`src/rtl/lsu_pkg.sv`:
```
// Shared definitions for the load/store unit: funct3 size/sign codes, FSM
// state type, byte-mask constants and the memory beat payload.
// Optional feature macro: LSU_MISALIGN_EN (word-crossing accesses split in two beats).
package lsu_pkg;

    localparam int unsigned DATA_W = 32;
    localparam int unsigned BE_W   = 4;

    // RV32 load/store size and sign codes
    localparam logic [2:0] F3_B  = 3'b000;
    localparam logic [2:0] F3_H  = 3'b001;
    localparam logic [2:0] F3_W  = 3'b010;
    localparam logic [2:0] F3_BU = 3'b100;
    localparam logic [2:0] F3_HU = 3'b101;

    // Byte-lane masks for an aligned access of each size
    localparam logic [BE_W-1:0] MASK_B = 4'b0001;
    localparam logic [BE_W-1:0] MASK_H = 4'b0011;
    localparam logic [BE_W-1:0] MASK_W = 4'b1111;

    typedef enum logic [2:0] {
        ST_IDLE,
        ST_REQ0,
        ST_WAIT0,
        ST_REQ1,
        ST_WAIT1,
        ST_RESP
    } state_e;

    // One memory beat: lane enables plus lane-steered write data
    typedef struct packed {
        logic [BE_W-1:0]   be;
        logic [DATA_W-1:0] wdata;
    } beat_t;

    function automatic logic [BE_W-1:0] size_mask(input logic [2:0] funct3);
        logic [BE_W-1:0] mask;
        case (funct3)
            F3_B, F3_BU: mask = MASK_B;
            F3_H, F3_HU: mask = MASK_H;
            F3_W:        mask = MASK_W;
            default:     mask = MASK_W;
        endcase
        return mask;
    endfunction

    // Encodings that are never legal regardless of alignment
    function automatic logic f3_illegal(input logic we, input logic [2:0] funct3);
        return (we && funct3[2]) || (funct3 == 3'b011) ||
               (funct3 == 3'b110) || (funct3 == 3'b111);
    endfunction

endpackage

```
`src/rtl/lsu_master_if.sv`:
```
// Bus bundle for lsu_master: core request/response side and data-memory side.
//   master modport : the LSU's view (core request in, response out,
//                    memory request out, memory grant/read data in)
//   slave modport  : the environment's view (core and memory model)
interface lsu_master_if #(
    parameter int unsigned ADDR_W = 32
) ();

    logic              req_valid;
    logic              req_ready;
    logic              req_we;
    logic [2:0]        req_funct3;
    logic [ADDR_W-1:0] req_addr;
    logic [31:0]       req_wdata;

    logic              rsp_valid;
    logic [31:0]       rsp_rdata;
    logic              rsp_err;

    logic              mem_req;
    logic              mem_gnt;
    logic              mem_we;
    logic [ADDR_W-1:0] mem_addr;
    logic [3:0]        mem_be;
    logic [31:0]       mem_wdata;
    logic              mem_rvalid;
    logic [31:0]       mem_rdata;

    modport master (
        input  req_valid, req_we, req_funct3, req_addr, req_wdata,
        input  mem_gnt, mem_rvalid, mem_rdata,
        output req_ready, rsp_valid, rsp_rdata, rsp_err,
        output mem_req, mem_we, mem_addr, mem_be, mem_wdata
    );

    modport slave (
        output req_valid, req_we, req_funct3, req_addr, req_wdata,
        output mem_gnt, mem_rvalid, mem_rdata,
        input  req_ready, rsp_valid, rsp_rdata, rsp_err,
        input  mem_req, mem_we, mem_addr, mem_be, mem_wdata
    );

endinterface

```
`src/rtl/lsu_align.sv`:
```
// Combinational lane logic for the LSU.
//   st_* : store side; produces byte enables and steered write data per beat
//   ld_* : load side; merges beat read data by byte offset and extends it
// With LSU_MISALIGN_EN the second-beat outputs/inputs (beat1, ld_rdata1) exist.
module lsu_align
    import lsu_pkg::*;
(
    input  logic [2:0]        st_funct3,
    input  logic [1:0]        st_off,
    input  logic [DATA_W-1:0] st_wdata,
    output beat_t             beat0,
`ifdef LSU_MISALIGN_EN
    output beat_t             beat1,
    input  logic [DATA_W-1:0] ld_rdata1,
`endif
    input  logic [2:0]        ld_funct3,
    input  logic [1:0]        ld_off,
    input  logic [DATA_W-1:0] ld_rdata0,
    output logic [DATA_W-1:0] ld_data
);

    logic [BE_W-1:0]   mask;
    logic [DATA_W-1:0] rd;
`ifdef LSU_MISALIGN_EN
    logic [2*BE_W-1:0]   be_wide;
    logic [2*DATA_W-1:0] wd_wide;
`endif

    // Store steering: shift mask/data up by the byte offset; overflow is beat 1
    always_comb begin
        mask = size_mask(st_funct3);
`ifdef LSU_MISALIGN_EN
        be_wide     = {4'b0000, mask} << st_off;
        wd_wide     = {32'd0, st_wdata} << {st_off, 3'b000};
        beat0.be    = be_wide[BE_W-1:0];
        beat0.wdata = wd_wide[DATA_W-1:0];
        beat1.be    = be_wide[2*BE_W-1:BE_W];
        beat1.wdata = wd_wide[2*DATA_W-1:DATA_W];
`else
        beat0.be    = mask << st_off;
        beat0.wdata = st_wdata << {st_off, 3'b000};
`endif
    end

    // Load merge: second beat supplies the bytes that fell past the word end
    always_comb begin
`ifdef LSU_MISALIGN_EN
        rd = 32'({ld_rdata1, ld_rdata0} >> {ld_off, 3'b000});
`else
        rd = ld_rdata0 >> {ld_off, 3'b000};
`endif
        case (ld_funct3)
            F3_B:    ld_data = {{24{rd[7]}}, rd[7:0]};
            F3_H:    ld_data = {{16{rd[15]}}, rd[15:0]};
            F3_BU:   ld_data = {24'd0, rd[7:0]};
            F3_HU:   ld_data = {16'd0, rd[15:0]};
            default: ld_data = rd;
        endcase
    end

endmodule

```
`src/rtl/lsu_master.sv`:
```
// Load/store unit master: accepts one core load/store at a time, issues one
// (or two, when split) word requests to data memory and returns a one-cycle
// response with extended load data or an error flag.
//   clk, rst : clock, asynchronous active-high reset
//   bus      : lsu_master_if.master (core request/response + memory port)
// Optional feature macro: LSU_MISALIGN_EN -- word-crossing accesses are split
// into two beats; without it misaligned H/W accesses return rsp_err.
module lsu_master
    import lsu_pkg::*;
#(
    parameter int unsigned ADDR_W = 32
) (
    input  logic         clk,
    input  logic         rst,
    lsu_master_if.master bus
);

    state_e            state_q, state_d;
    logic              accept, req_err, misalign;
    beat_t             beat0;
    logic [DATA_W-1:0] ld_data, ld_rdata0;

    logic              we_q;
    logic [2:0]        funct3_q;
    logic [1:0]        off_q;

    logic              req_ready_q, req_ready_d;
    logic              rsp_valid_q, rsp_valid_d;
    logic              rsp_err_q, rsp_err_d;
    logic [DATA_W-1:0] rsp_rdata_q, rsp_rdata_d;
    logic              mem_req_q, mem_req_d;
    logic              mem_we_q, mem_we_d;
    logic [ADDR_W-1:0] mem_addr_q, mem_addr_d;
    logic [BE_W-1:0]   mem_be_q, mem_be_d;
    logic [DATA_W-1:0] mem_wdata_q, mem_wdata_d;

`ifdef LSU_MISALIGN_EN
    beat_t             beat1, beat1_q;
    logic              split_q;
    logic [DATA_W-1:0] rdata0_q, ld_rdata1;
`else
    logic [BE_W-1:0]   req_mask;
`endif

    lsu_align u_align (
        .st_funct3 (bus.req_funct3),
        .st_off    (bus.req_addr[1:0]),
        .st_wdata  (bus.req_wdata),
        .beat0     (beat0),
`ifdef LSU_MISALIGN_EN
        .beat1     (beat1),
        .ld_rdata1 (ld_rdata1),
`endif
        .ld_funct3 (funct3_q),
        .ld_off    (off_q),
        .ld_rdata0 (ld_rdata0),
        .ld_data   (ld_data)
    );

    // In WAIT1 the first beat comes from the holding register
`ifdef LSU_MISALIGN_EN
    assign ld_rdata0 = (state_q == ST_WAIT1) ? rdata0_q : bus.mem_rdata;
    assign ld_rdata1 = (state_q == ST_WAIT1) ? bus.mem_rdata : '0;
`else
    assign ld_rdata0 = bus.mem_rdata;
`endif

    // req_ready_q is high exactly in IDLE, so accept implies IDLE
    assign accept = bus.req_valid && req_ready_q;

    // Legality of the incoming request
    always_comb begin
`ifdef LSU_MISALIGN_EN
        misalign = 1'b0;
`else
        req_mask = size_mask(bus.req_funct3);
        misalign = ((req_mask == MASK_H) && bus.req_addr[0]) ||
                   ((req_mask == MASK_W) && (bus.req_addr[1:0] != 2'b00));
`endif
        req_err = f3_illegal(bus.req_we, bus.req_funct3) || misalign;
    end

    // State register
    always_ff @(posedge clk or posedge rst) begin
        if (rst) state_q <= ST_IDLE;
        else     state_q <= state_d;
    end

    // Next state and next values of the registered outputs
    always_comb begin
        state_d     = state_q;
        mem_addr_d  = mem_addr_q;
        mem_be_d    = mem_be_q;
        mem_wdata_d = mem_wdata_q;
        mem_we_d    = mem_we_q;
        rsp_err_d   = 1'b0;
        rsp_rdata_d = '0;
        case (state_q)
            ST_IDLE: begin
                if (accept) begin
                    if (req_err) begin
                        state_d   = ST_RESP;
                        rsp_err_d = 1'b1;
                    end else begin
                        state_d     = ST_REQ0;
                        mem_addr_d  = {bus.req_addr[ADDR_W-1:2], 2'b00};
                        mem_be_d    = beat0.be;
                        mem_wdata_d = beat0.wdata;
                        mem_we_d    = bus.req_we;
                    end
                end
            end
            ST_REQ0: begin
                if (bus.mem_gnt) state_d = ST_WAIT0;
            end
            ST_WAIT0: begin
                if (bus.mem_rvalid) begin
`ifdef LSU_MISALIGN_EN
                    if (split_q) begin
                        state_d     = ST_REQ1;
                        mem_addr_d  = mem_addr_q + ADDR_W'(4);
                        mem_be_d    = beat1_q.be;
                        mem_wdata_d = beat1_q.wdata;
                    end else
`endif
                    begin
                        state_d     = ST_RESP;
                        rsp_rdata_d = we_q ? '0 : ld_data;
                    end
                end
            end
`ifdef LSU_MISALIGN_EN
            ST_REQ1: begin
                if (bus.mem_gnt) state_d = ST_WAIT1;
            end
            ST_WAIT1: begin
                if (bus.mem_rvalid) begin
                    state_d     = ST_RESP;
                    rsp_rdata_d = we_q ? '0 : ld_data;
                end
            end
`endif
            ST_RESP: state_d = ST_IDLE;
            default: state_d = ST_IDLE;
        endcase
        mem_req_d   = (state_d == ST_REQ0) || (state_d == ST_REQ1);
        req_ready_d = (state_d == ST_IDLE);
        rsp_valid_d = (state_d == ST_RESP);
    end

    // Output registers; async reset drops mem_req immediately
    always_ff @(posedge clk or posedge rst) begin
        if (rst) begin
            req_ready_q <= 1'b1;
            rsp_valid_q <= 1'b0;
            rsp_err_q   <= 1'b0;
            rsp_rdata_q <= '0;
            mem_req_q   <= 1'b0;
            mem_we_q    <= 1'b0;
            mem_addr_q  <= '0;
            mem_be_q    <= '0;
            mem_wdata_q <= '0;
        end else begin
            req_ready_q <= req_ready_d;
            rsp_valid_q <= rsp_valid_d;
            rsp_err_q   <= rsp_err_d;
            rsp_rdata_q <= rsp_rdata_d;
            mem_req_q   <= mem_req_d;
            mem_we_q    <= mem_we_d;
            mem_addr_q  <= mem_addr_d;
            mem_be_q    <= mem_be_d;
            mem_wdata_q <= mem_wdata_d;
        end
    end

    // Request context captured on accept; first read beat held for the merge
    always_ff @(posedge clk or posedge rst) begin
        if (rst) begin
            we_q     <= 1'b0;
            funct3_q <= '0;
            off_q    <= '0;
`ifdef LSU_MISALIGN_EN
            split_q  <= 1'b0;
            beat1_q  <= '0;
            rdata0_q <= '0;
`endif
        end else begin
            if (accept) begin
                we_q     <= bus.req_we;
                funct3_q <= bus.req_funct3;
                off_q    <= bus.req_addr[1:0];
`ifdef LSU_MISALIGN_EN
                split_q  <= |beat1.be;
                beat1_q  <= beat1;
`endif
            end
`ifdef LSU_MISALIGN_EN
            if (state_q == ST_WAIT0 && bus.mem_rvalid) rdata0_q <= bus.mem_rdata;
`endif
        end
    end

    assign bus.req_ready = req_ready_q;
    assign bus.rsp_valid = rsp_valid_q;
    assign bus.rsp_err   = rsp_err_q;
    assign bus.rsp_rdata = rsp_rdata_q;
    assign bus.mem_req   = mem_req_q;
    assign bus.mem_we    = mem_we_q;
    assign bus.mem_addr  = mem_addr_q;
    assign bus.mem_be    = mem_be_q;
    assign bus.mem_wdata = mem_wdata_q;

endmodule
```
`src/flat_wrapper.sv`:
```
// flat-port wrapper written by rule: the top's interface ports become plain ports
module lsu_master_flat import lsu_pkg::*;
#(
    parameter int unsigned ADDR_W = 32
)
  (clk, rst, bus_req_valid, bus_req_we, bus_req_funct3, bus_req_addr, bus_req_wdata, bus_mem_gnt, bus_mem_rvalid, bus_mem_rdata, bus_req_ready, bus_rsp_valid, bus_rsp_rdata, bus_rsp_err, bus_mem_req, bus_mem_we, bus_mem_addr, bus_mem_be, bus_mem_wdata);
  lsu_master_if #(.ADDR_W(ADDR_W)) bus_i ();
  input  logic clk;
  input  logic rst;
  input wire logic [$bits(bus_i.req_valid)-1:0] bus_req_valid;
  input wire logic [$bits(bus_i.req_we)-1:0] bus_req_we;
  input wire logic [$bits(bus_i.req_funct3)-1:0] bus_req_funct3;
  input wire logic [$bits(bus_i.req_addr)-1:0] bus_req_addr;
  input wire logic [$bits(bus_i.req_wdata)-1:0] bus_req_wdata;
  input wire logic [$bits(bus_i.mem_gnt)-1:0] bus_mem_gnt;
  input wire logic [$bits(bus_i.mem_rvalid)-1:0] bus_mem_rvalid;
  input wire logic [$bits(bus_i.mem_rdata)-1:0] bus_mem_rdata;
  output wire logic [$bits(bus_i.req_ready)-1:0] bus_req_ready;
  output wire logic [$bits(bus_i.rsp_valid)-1:0] bus_rsp_valid;
  output wire logic [$bits(bus_i.rsp_rdata)-1:0] bus_rsp_rdata;
  output wire logic [$bits(bus_i.rsp_err)-1:0] bus_rsp_err;
  output wire logic [$bits(bus_i.mem_req)-1:0] bus_mem_req;
  output wire logic [$bits(bus_i.mem_we)-1:0] bus_mem_we;
  output wire logic [$bits(bus_i.mem_addr)-1:0] bus_mem_addr;
  output wire logic [$bits(bus_i.mem_be)-1:0] bus_mem_be;
  output wire logic [$bits(bus_i.mem_wdata)-1:0] bus_mem_wdata;
  assign bus_i.req_valid = bus_req_valid;
  assign bus_i.req_we = bus_req_we;
  assign bus_i.req_funct3 = bus_req_funct3;
  assign bus_i.req_addr = bus_req_addr;
  assign bus_i.req_wdata = bus_req_wdata;
  assign bus_i.mem_gnt = bus_mem_gnt;
  assign bus_i.mem_rvalid = bus_mem_rvalid;
  assign bus_i.mem_rdata = bus_mem_rdata;
  assign bus_req_ready = bus_i.req_ready;
  assign bus_rsp_valid = bus_i.rsp_valid;
  assign bus_rsp_rdata = bus_i.rsp_rdata;
  assign bus_rsp_err = bus_i.rsp_err;
  assign bus_mem_req = bus_i.mem_req;
  assign bus_mem_we = bus_i.mem_we;
  assign bus_mem_addr = bus_i.mem_addr;
  assign bus_mem_be = bus_i.mem_be;
  assign bus_mem_wdata = bus_i.mem_wdata;
  lsu_master #(.ADDR_W(ADDR_W)) u_core (.clk(clk), .rst(rst), .bus(bus_i));
endmodule
```
`config.mk`:
```
export PLATFORM = sky130hd
export DESIGN_NAME = lsu_master_flat
export DESIGN_NICKNAME = d
export VERILOG_FILES = /design/src/rtl/lsu_pkg.sv /design/src/rtl/lsu_master_if.sv /design/src/rtl/lsu_align.sv /design/src/rtl/lsu_master.sv /design/src/flat_wrapper.sv
export SDC_FILE = /design/constraint.sdc
export NUM_CORES = 1
export LEC_CHECK = 0
export ABC_CLOCK_PERIOD_IN_PS = 3700
export BUFFER_PORTS_ARGS = -buffer_cell sky130_fd_sc_hd__buf_2
export CORE_MARGIN = 1
export CORE_UTILIZATION = 48
export DETAILED_ROUTE_END_ITERATION = 6
export MAX_ROUTING_LAYER = met4
export PLACE_DENSITY = 0.89
export SLEW_MARGIN = 30
export SYNTH_ARGS = -nofsm -noshare
export SYNTH_HDL_FRONTEND = slang
export SYNTH_SLANG_ARGS = --single-unit
```
`constraint.sdc`:
```
create_clock -name clk -period 3.7 [get_ports clk]
set_clock_uncertainty 0.05 [all_clocks]
set_input_delay 0.185 -clock clk [delete_from_list [all_inputs] [get_ports clk]]
set_output_delay 0.185 -clock clk [all_outputs]
set_load 0.05 [all_outputs]
```
Word-level counts from Yosys, hierarchy flattened
Index checks and enable logic that the tools add are counted.

Muxes and demuxes: 13. Equality and inequality tests: 16. Bitwise logic cells: 1. Shifts and indexed selects: 3. Reduce and logical (&&, ||, !) cells: 18.

Operator list (number): $pmux 32 s4 (1); $mux 32 (3); $shl 32x5->32 (1); $shr 32x5->32 (1); $eq 3x3->1 const B (7); $eq 3x1->1 const B (4); $logic_not 3->1 (4); $mux 3 (4); $eq 3x2->1 const B (3); $pmux 3 s3 (1); $pmux 4 s2 (1); $logic_or 1x1->1 (6); $eq 4x2->1 const B (1); $eq 4x4->1 const B (1); $logic_and 1x1->1 (4); $reduce_or 2->1 (2); $shl 4x2->4 (1); $mux 1 (3); $reduce_and 3->1 (1); $reduce_bool 2->1 (1); $not 1->1 (1).

Register bits after elaboration: 112. Bits of input ports: 105. Output and inout bits: 105. Word-level logic and storage cells: 64.

Logic depth before layout (Yosys ltp)
Gate-level depths: netlist (run 1).

Depth in word-level cells: 12. Depth in mapped cells: 6. Gate-level depth less buffers: 4.

Hierarchy
From an unflattened synthesis (run 1), not the netlist that was laid out.

Cell total of the unflattened synthesis: 464. Area, all modules: 5494.0 um^2.

Modules (own cells, without submodules): lsu_master (instances 1, area each 4072.7 um^2, sequential area each 2803.9 um^2, cells an instance 257); lsu_align (instances 1, area each 1421.4 um^2, sequential area each 0.0 um^2, cells an instance 207).

Worst setup path after synthesis (run 1)
No wires, ideal clock.

Path type: register to register. Start: register u_core.req_ready_q (netlist: u_core.bus.req_ready). End: register u_core.mem_addr_q[20] (netlist: u_core.bus.mem_addr[20]). Setup time: 125 ps. Setup slack: 1877 ps. Period minus slack after synthesis: 1823 ps. Data required time: 3525 ps. Cell stages (with the launch flop): 6. Data arrival time: 1648 ps. Cell sequence: dfstp_2 -> and3b_1 -> o211ai_1 -> buf_2 -> buf_6 -> mux2_4.

Cells in the longest elaborated chain, start to end: 2.

Ends and longest elaborated chain: start: declaration (line lsu_master.sv:27) `logic req_ready_q, req_ready_d;`; start signal: assignment (line lsu_master.sv:164) `req_ready_q <= req_ready_d;`; $logic_and 1x1->1 (line lsu_master.sv:69) `assign accept = bus.req_valid && req_ready_q;`; $reduce_and 3->1 (no source line); end signal: assignment (line lsu_master.sv:170) `mem_addr_q <= mem_addr_d;`; end: declaration (line lsu_master.sv:33) `logic [ADDR_W-1:0] mem_addr_q, mem_addr_d;`.

No other way between the ends. A chain may end at the register's enable or synchronous reset.

Final worst setup path (run 1)
Start: register u_core.off_q[1]. End: register u_core.rsp_rdata_q[21] (netlist: u_core.bus.rsp_rdata[21]).

Cells in the longest elaborated chain, start to end: 5.

Ends and longest elaborated chain: start: declaration (line lsu_master.sv:25) `logic [1:0] off_q;`; start signal: assignment (line lsu_master.sv:191) `off_q <= bus.req_addr[1:0];`; $shr 32x5->32 (line lsu_align.sv:50) `rd = ld_rdata0 >> {ld_off, 3'b000};`; $pmux 32 s4 (line lsu_align.sv:52) `case (ld_funct3)`; $mux 32 (line lsu_master.sv:128) `rsp_rdata_d = we_q ? '0 : ld_data;`; $mux 32 (line lsu_master.sv:117) `if (bus.mem_rvalid) begin`; $mux 32 (line lsu_master.sv:98) `case (state_q)`; via u_core.rsp_rdata_d[21] (line lsu_master.sv:30) `logic [DATA_W-1:0] rsp_rdata_q, rsp_rdata_d;`; end signal: assignment (line lsu_master.sv:167) `rsp_rdata_q <= rsp_rdata_d;`; end: declaration (line lsu_master.sv:30).

The timed path passes the listed nets, and every way through them passes these cells.

==> results of run 1 <==
power groups by stage:
stage / Combinational, mW / Clock, mW / Sequential, mW
finish: 2.95 / 0.744 / 1.97
global placement: 2.86 / 0 / 1.96
floorplan: 0.926 / 0 / 3.28
global route: 3.10 / 0.804 / 2.03
CTS: 2.95 / 0.759 / 1.97
detailed placement: 2.92 / 0 / 1.99
Yosys cell counts (4+ instances only):
cell type / count
dfrtp_1: 111
nand2_1: 55
mux2_2: 33
mux2i_1: 33
o21ai_0: 33
a21oi_1: 25
a211oi_1: 23
nor2_1: 21
nor2b_1: 18
mux2_4: 16
buf_2: 12
clkbuf_1: 10
o31ai_1: 10
and2_1: 6
buf_1: 5
buf_6: 4
worst register-to-register path, delay by kind of cell, from the launching register on:
| family | cells | cell delay, ps |
|---|---|---|
| flops | 1 | 940 |
| compound gates | 3 | 820 |
| simple gates | 1 | 440 |
worst paths after layout:
kind                                          from                        to  slack (ps)
max                                u_core.off_q[1]  u_core.bus.rsp_rdata[21]        1370
min                               bus_req_addr[16]   u_core.bus.mem_addr[16]          20
max reg2reg                        u_core.off_q[1]  u_core.bus.rsp_rdata[21]        1370
min reg2reg                u_core.bus.mem_wdata[2]   u_core.bus.mem_wdata[2]         440
max in group asynchronous                      rst      u_core.bus.req_ready        2240
min in group asynchronous                      rst   u_core.bus.mem_addr[24]         460
cell type report:
class / count / area (um2) / share of cell area [%]
timing repair buffer: 244 / 1410 / 21.0
tap: 136 / 170 / 2.54
inverter: 2 / 10.0 / 0.149
clock inverter: 6 / 76.3 / 1.14
clock buffer: 10 / 128 / 1.90
multi-input combinational: 298 / 2110 / 31.5
sequential: 112 / 2800 / 41.8
flip-flops by register name (all words and copies together) (netlist names):
register and cells:
u_core.bus.mem_wdata 32, u_core.bus.req_ready 1, u_core.bus.mem_be 4, u_core.bus.mem_addr 30, u_core.off_q 2, u_core.bus.mem_we 1
u_core.bus.rsp_err 1, u_core.state_q 3, u_core.bus.rsp_rdata 32, u_core.we_q 1, u_core.funct3_q 3, u_core.bus.mem_req 1
u_core.bus.rsp_valid 1
logic make-up after synthesis:
family                 count (synthesis)
AND/OR/NAND/NOR                      114
flip-flops                           112
AO/OA/AOI/OAI                        100
multiplexers                          82
buffers and inverters                 36
other                                  1
metrics by stage:
step	hold slack, ps	util (%)
2_1_floorplan	248	-
3_3_place_gp	309	59.9
3_5_place_dp	330	59.9
4_1_cts	0.623	64.9
5_1_grt	11.6	64.9
6_report	20.6	64.9
cells in the final DEF (no fill, tap or decap), drive strengths merged, types with 10 or more instances in the layout:
cell type,Yosys,layout
mux2,49,49
nor2b,18,18
o31ai,10,10
a21oi,25,25
dlygate4sd3,0,32
a211oi,24,24
nand2,55,55
mux2i,33,33
clkbuf,10,10
o21ai,33,33
nor2,21,21
buf,24,212
dfrtp,111,111
metal layers:
metal | wire length, um | part of all wire, % | global-route usage [%]
met2 | 6570 | 50 | 43.4
met1 | 5600 | 43 | 30.8
met3 | 712 | 5.4 | 2.99
met5 | 0 | 0 | -
met4 | 259 | 2.0 | 9.15
==> flow_summary_export.csv, run 1 <==
group,metric,value,unit
timing,fin_ws,1370,ps
placed_design,hpwlAfterDp,9.37,mm
timing,clock.fmax,428,MHz
logic_synthesis,yosysUniqueCellTypes,39,
timing,drv_slew,0,
global_route,grt_max_degree,95,
critical_path,critPathLaunchType,"register",
power_and_ir_drop,sequentialPowerShare,34.8,%
logic_synthesis,synthCells,445,
global_route,grt_pass1_vias,4370,
cells_and_area,area_growth,31.4,%
logic_synthesis,yosysTopAreaCell,"dfrtp_1",
logic_synthesis,avgSynthCellArea,11.5,um2
placed_design,dpl_cell_area,6180,um2
cells_and_area,design_area,6700,um2
placed_design,gp_congestion,0.905,
logic_synthesis,yosys.area_share.adder,0,%
power_and_ir_drop,p_leak,3.53,nW
timing,fin_crit_sh,63.1,%
routing,vias,4279,
flow_run,max_cap_violations,0,
timing,relSlewSlack,40.5,%
global_route,grt_pass1_wl,21.4,mm
critical_path,crit_fanout,29,
logic_synthesis,yosys.area_share.simple,10.6,%
clock_tree,clk_pin_slew,110,ps
global_route,grt_remaining_overflow,0,
timing,tightest_slew,892,ps
power_and_ir_drop,power.share.clock,13.1,%
clock_tree,htree_levels,3,
critical_path,cp_cell_sequence,"nor2b_1, o2bb2ai_1, o2111ai_2, o21ai_0",
critical_path,worstPathRequired,3940,ps
cells_and_area,fillCellCount,795,
clock_tree,clock_sinks,112,
routing,postRouteAntennaNets,0,
placed_design,port_buffers,207,
timing,setup_viol,0,
floorplanning,io_pins,210,
timing,tns,0,ps
critical_path,arrival,2570,ps
routing,wl_per_cell,16.3,um
critical_path,cp_top_family,"flip-flops",
power_and_ir_drop,power_switching,2.82,mW
clock_tree,insertion_delay,370,ps
logic_synthesis,synth.area.top_cells,"dfrtp_1, mux2_2, mux2i_1",
logic_synthesis,ys_async_sr_fraction,100,%
critical_path,critPathBufInv,0,
logic_synthesis,synthFlopType,"dfrtp_1",
clock_tree,cts-root-buf,"clkbuf_8",
logic_synthesis,synth_top_family_by_area,"multiplexers",
clock_tree,cts_setup_buffers,0,
critical_path,path_class,"register to register",
timing,period_needed,2330,ps
cells_and_area,fin_nets,772,
logic_synthesis,syn_area,5100,um2
power_and_ir_drop,switching_share,49.9,%
clock_tree,cts-buffers-inserted,9,
timing,rsz0062_at_grt,"no",
routing,routed_wl,13.1,mm
clock_tree,clock_path_buffers,2,
routing,via_per_inst,5.30,
power_and_ir_drop,power.total,5.66,mW
cells_and_area,n_antenna_cell,0,
placed_design,post-place-ws,1430,ps
routing,drt-pass1-iter-count,4,
cells_and_area,drive_above_1_share,42.4,%
critical_path,crit_cells,4,
global_route,antenna_found_initial,0,
logic_synthesis,synth_edf_count,0,
critical_path,slowest_delay,940,ps
logic_synthesis,synth_xor_area_share,0,%
placed_design,dp.cells,760,
cells_and_area,instances_no_fill,808,
logic_synthesis,synth_seq_cells,112,
floorplanning,die-area,11000,um2
logic_synthesis,yosys_warnings,0,
power_and_ir_drop,intPower,2.84,mW
global_route,grt_use_total,25.3,%
power_and_ir_drop,ir_worst_vdd,0.000570,V
floorplanning,num_rows,37,
routing,post-route-drc-count,0,
clock_tree,ctsResizeCount,0,
floorplanning,die_w,105,um
floorplanning,die_y,105,um
critical_path,rr_worst_depth,4,
critical_path,crit_slowest_cell,"dfrtp_1",
floorplanning,start_util,49.4,%
min_path,hold_class,"input pin to register",
clock_tree,cts_tree,"done",
critical_path,end_kind,"register",
floorplanning,core,10300,um2
clock_tree,ctsHoldBuffers,32,
logic_synthesis,synth_seq_area_share,55.0,%
logic_synthesis,synth-compound-area-share,12.2,%
min_path,worstHoldPathCells,2,
logic_synthesis,synth_mux_area_share,18.5,%
power_and_ir_drop,p_comb_share,52.0,%
logic_synthesis,synth.top_cell.area_share,54.5,%
power_and_ir_drop,powerDensity,844,nW/um2
status,status,"completed",
timing,finalHoldViolCount,0,
routing,drtIter0Drc,263,
(Power assumes the default switching activity.)
==> run 2: changes to the inputs <==
--- a/config.mk
+++ b/config.mk
@@ -5,13 +5,14 @@
 export SDC_FILE = /design/constraint.sdc
 export NUM_CORES = 1
 export LEC_CHECK = 0
-export ABC_CLOCK_PERIOD_IN_PS = 3700
+export ABC_AREA = 1
+export ABC_CLOCK_PERIOD_IN_PS = 2060
 export BUFFER_PORTS_ARGS = -buffer_cell sky130_fd_sc_hd__buf_2
 export CORE_MARGIN = 1
-export CORE_UTILIZATION = 48
+export CORE_UTILIZATION = 45
 export DETAILED_ROUTE_END_ITERATION = 6
 export MAX_ROUTING_LAYER = met4
-export PLACE_DENSITY = 0.89
+export PLACE_DENSITY = 0.86
 export SLEW_MARGIN = 30
 export SYNTH_ARGS = -nofsm -noshare
 export SYNTH_HDL_FRONTEND = slang
==> constraint.sdc (replaced) <==
create_clock -name clk -period 2.06 [get_ports clk]
set_clock_uncertainty 0.05 [all_clocks]
set_input_delay 0.103 -clock clk [delete_from_list [all_inputs] [get_ports clk]]
set_output_delay 0.103 -clock clk [all_outputs]
set_load 0.05 [all_outputs]
==> run 2 against run 1 <==
Net effect: sequential cell count did not move; critical endpoint is now u_core.bus.mem_addr[18]; largest power group unchanged; die area up 14%; largest cell class unchanged; final cell count increased by 34%; the run now ends with DRC left; synthesized area is 7.4% higher; total power grew 98%.
==> flow_summary_export.csv, run 2 <==
group,metric,value,unit
global_route,grt_remaining_overflow,0,
floorplanning,start_util,47.2,%
clock_tree,cts-root-buf,"clkbuf_16",
timing,holdWs,23.6,ps
clock_tree,cts_tree,"done",
timing,tns,0,ps
logic_synthesis,synth.area.top_cells,"dfrtp_1, nand2_1, nand3_1",
cells_and_area,fin_nets,1039,
power_and_ir_drop,p_leak,4.14,nW
timing,relSlewSlack,52.9,%
power_and_ir_drop,ir_worst_vdd,0.00132,V
clock_tree,insertion_delay,360,ps
cells_and_area,layout_commonest_cell,"nand2_1",
floorplanning,io_pins,210,
global_route,grt_pass1_wl,25.8,mm
critical_path,critPathLaunchType,"input pin",
timing,tightest_slew,707,ps
flow_run,max_cap_violations,0,
timing,finalHoldViolCount,0,
logic_synthesis,syn_area,5480,um2
routing,routed_wl,16.7,mm
min_path,hold_class,"input pin to register",
global_route,use_met3,4.54,%
routing,wl_per_cell,15.4,um
global_route,grt_pass1_vias,5346,
routing,postRouteAntennaNets,0,
critical_path,worstPathRequired,2310,ps
global_route,met2_usage,43.9,%
placed_design,port_buffers,207,
critical_path,reg2reg_slack,160,ps
routing,via_per_inst,5.23,
logic_synthesis,synth.top_cell.area_share,50.7,%
clock_tree,cts-buffers-inserted,9,
logic_synthesis,yosys_warnings,0,
logic_synthesis,ys_async_sr_fraction,100,%
routing,vias,5659,
cells_and_area,fillCellCount,997,
power_and_ir_drop,powerDensity,1520,nW/um2
critical_path,crit_fanout,67,
routing,drtIter0Drc,502,
logic_synthesis,yosysMostFrequentCell,"nand2_1",
placed_design,gp_congestion,0.952,
floorplanning,core,11600,um2
timing,period_needed,1980,ps
timing,clock.fmax,504,MHz
clock_tree,htree_levels,3,
logic_synthesis,yosysUniqueCellTypes,28,
logic_synthesis,synth_seq_cells,112,
cells_and_area,n_antenna_cell,0,
logic_synthesis,synth_seq_area_share,51.2,%
floorplanning,num_rows,39,
status,status,"complete, but fails checks",
timing,setup_viol,0,
cells_and_area,final_util,63.4,%
clock_tree,clock_path_buffers,2,
global_route,antenna_found_initial,0,
floorplanning,die_w,112,um
power_and_ir_drop,power.total,11.2,mW
cells_and_area,most-common-layout-cells,"nand2_1, buf_2, dfrtp_1",
critical_path,path_class,"input pin to register",
timing,drv_slew,0,
global_route,grt_max_degree,69,
critical_path,end_kind,"register",
routing,drt-pass1-iter-count,7,
floorplanning,die_y,112,um
critical_path,arrival,2230,ps
logic_synthesis,yosys-top-cells-count,"nand2_1, dfrtp_1, nand3_1",
routing,post-route-drc-count,15,
logic_synthesis,synthCells,708,
global_route,grt_most_used_layer,"met2",
logic_synthesis,yosysTopAreaCell,"dfrtp_1",
clock_tree,clock_sinks,112,
cells_and_area,design_area,7360,um2
logic_synthesis,avgSynthCellArea,7.74,um2
clock_tree,clk_pin_slew,80,ps
logic_synthesis,synth_edf_count,0,
status,violations,"DRC",
placed_design,hpwlAfterDp,10.9,mm
logic_synthesis,synthFlopType,"dfrtp_1",
cells_and_area,drive_above_1_share,29.0,%
global_route,use_met1,32.1,%
placed_design,dpl_cell_area,6590,um2
floorplanning,die-area,12600,um2
global_route,grt_use_total,27.3,%
cells_and_area,area_growth,34.4,%
timing,fin_crit_sh,96.3,%
==> run 2: cell families after synthesis <==
group,count (synthesis),share of synthesized area (%)
buffers and inverters,82,7.61
AND/OR/NAND/NOR,437,33.9
other,1,0.0685
flip-flops,112,51.2
AO/OA/AOI/OAI,76,7.27
==> run 2: worst paths after layout <==
path                                      start  cells after the start                      end
min                           bus_req_funct3[0]                      3       u_core.funct3_q[0]
max in group asynchronous                   rst                      4     u_core.bus.req_ready
min in group asynchronous                   rst                      3              u_core.we_q
max                                  bus_req_we                      9  u_core.bus.mem_addr[18]
min reg2reg                u_core.bus.mem_be[3]                      2     u_core.bus.mem_be[3]
max reg2reg                   u_core.state_q[1]                      7  u_core.bus.mem_wdata[7]
==> run 2: what timing repair did <==
action                                 in CTS  in global routing
hold buffers                               38                  0
gates resized for setup                     0                  3
setup buffers                               0                  1
endpoints found under the hold margin      58                  0
setup endpoints to repair                   0                  1
==> run 2: metal layers <==
layer | routed length [um] | share of wire [%] | up-vias
li1 | - | - | 2703
met1 | 6430 | 39 | 2588
met3 | 1270 | 7.6 | 59
met4 | 806 | 4.8 | 0
met2 | 8140 | 49 | 309
met5 | 0 | 0 | -
==> run 2: final cells by class <==
type                       instances  area, um2  area share (%)
clock buffer                      10        229            3.11
tap                              143        179            2.43
timing repair buffer             263       1660            22.5
sequential                       112       2800            38.1
clock inverter                     6       85.1            1.16
multi-input combinational        515       2280            31.0
inverter                          33        128            1.73
==> run 2: stage by stage <==
step / setup slack [ps] / cells
floorplan: 390 / 709
global placement: 398 / 1025
detailed placement: 348 / 1025
CTS: 5.03 / 1079
global route: -13.9 / 1082
finish: 77.1 / 1082
==> run 2: critical path: stages <==
cell and delay, ps:
dlygate4sd3_1 520, buf_2 130, inv_1 70, o21ai_2 270
nand2_8 160, nand2_2 80, buf_4 530, nand2_1 170
nand2_1 120
==> run 2: power breakdown <==
part	leakage [nW]	switching (mW)	internal [mW]
Sequential	1.46	0.437	2.96
Clock	0.150	0.884	0.977
Combinational	2.52	4.53	1.42
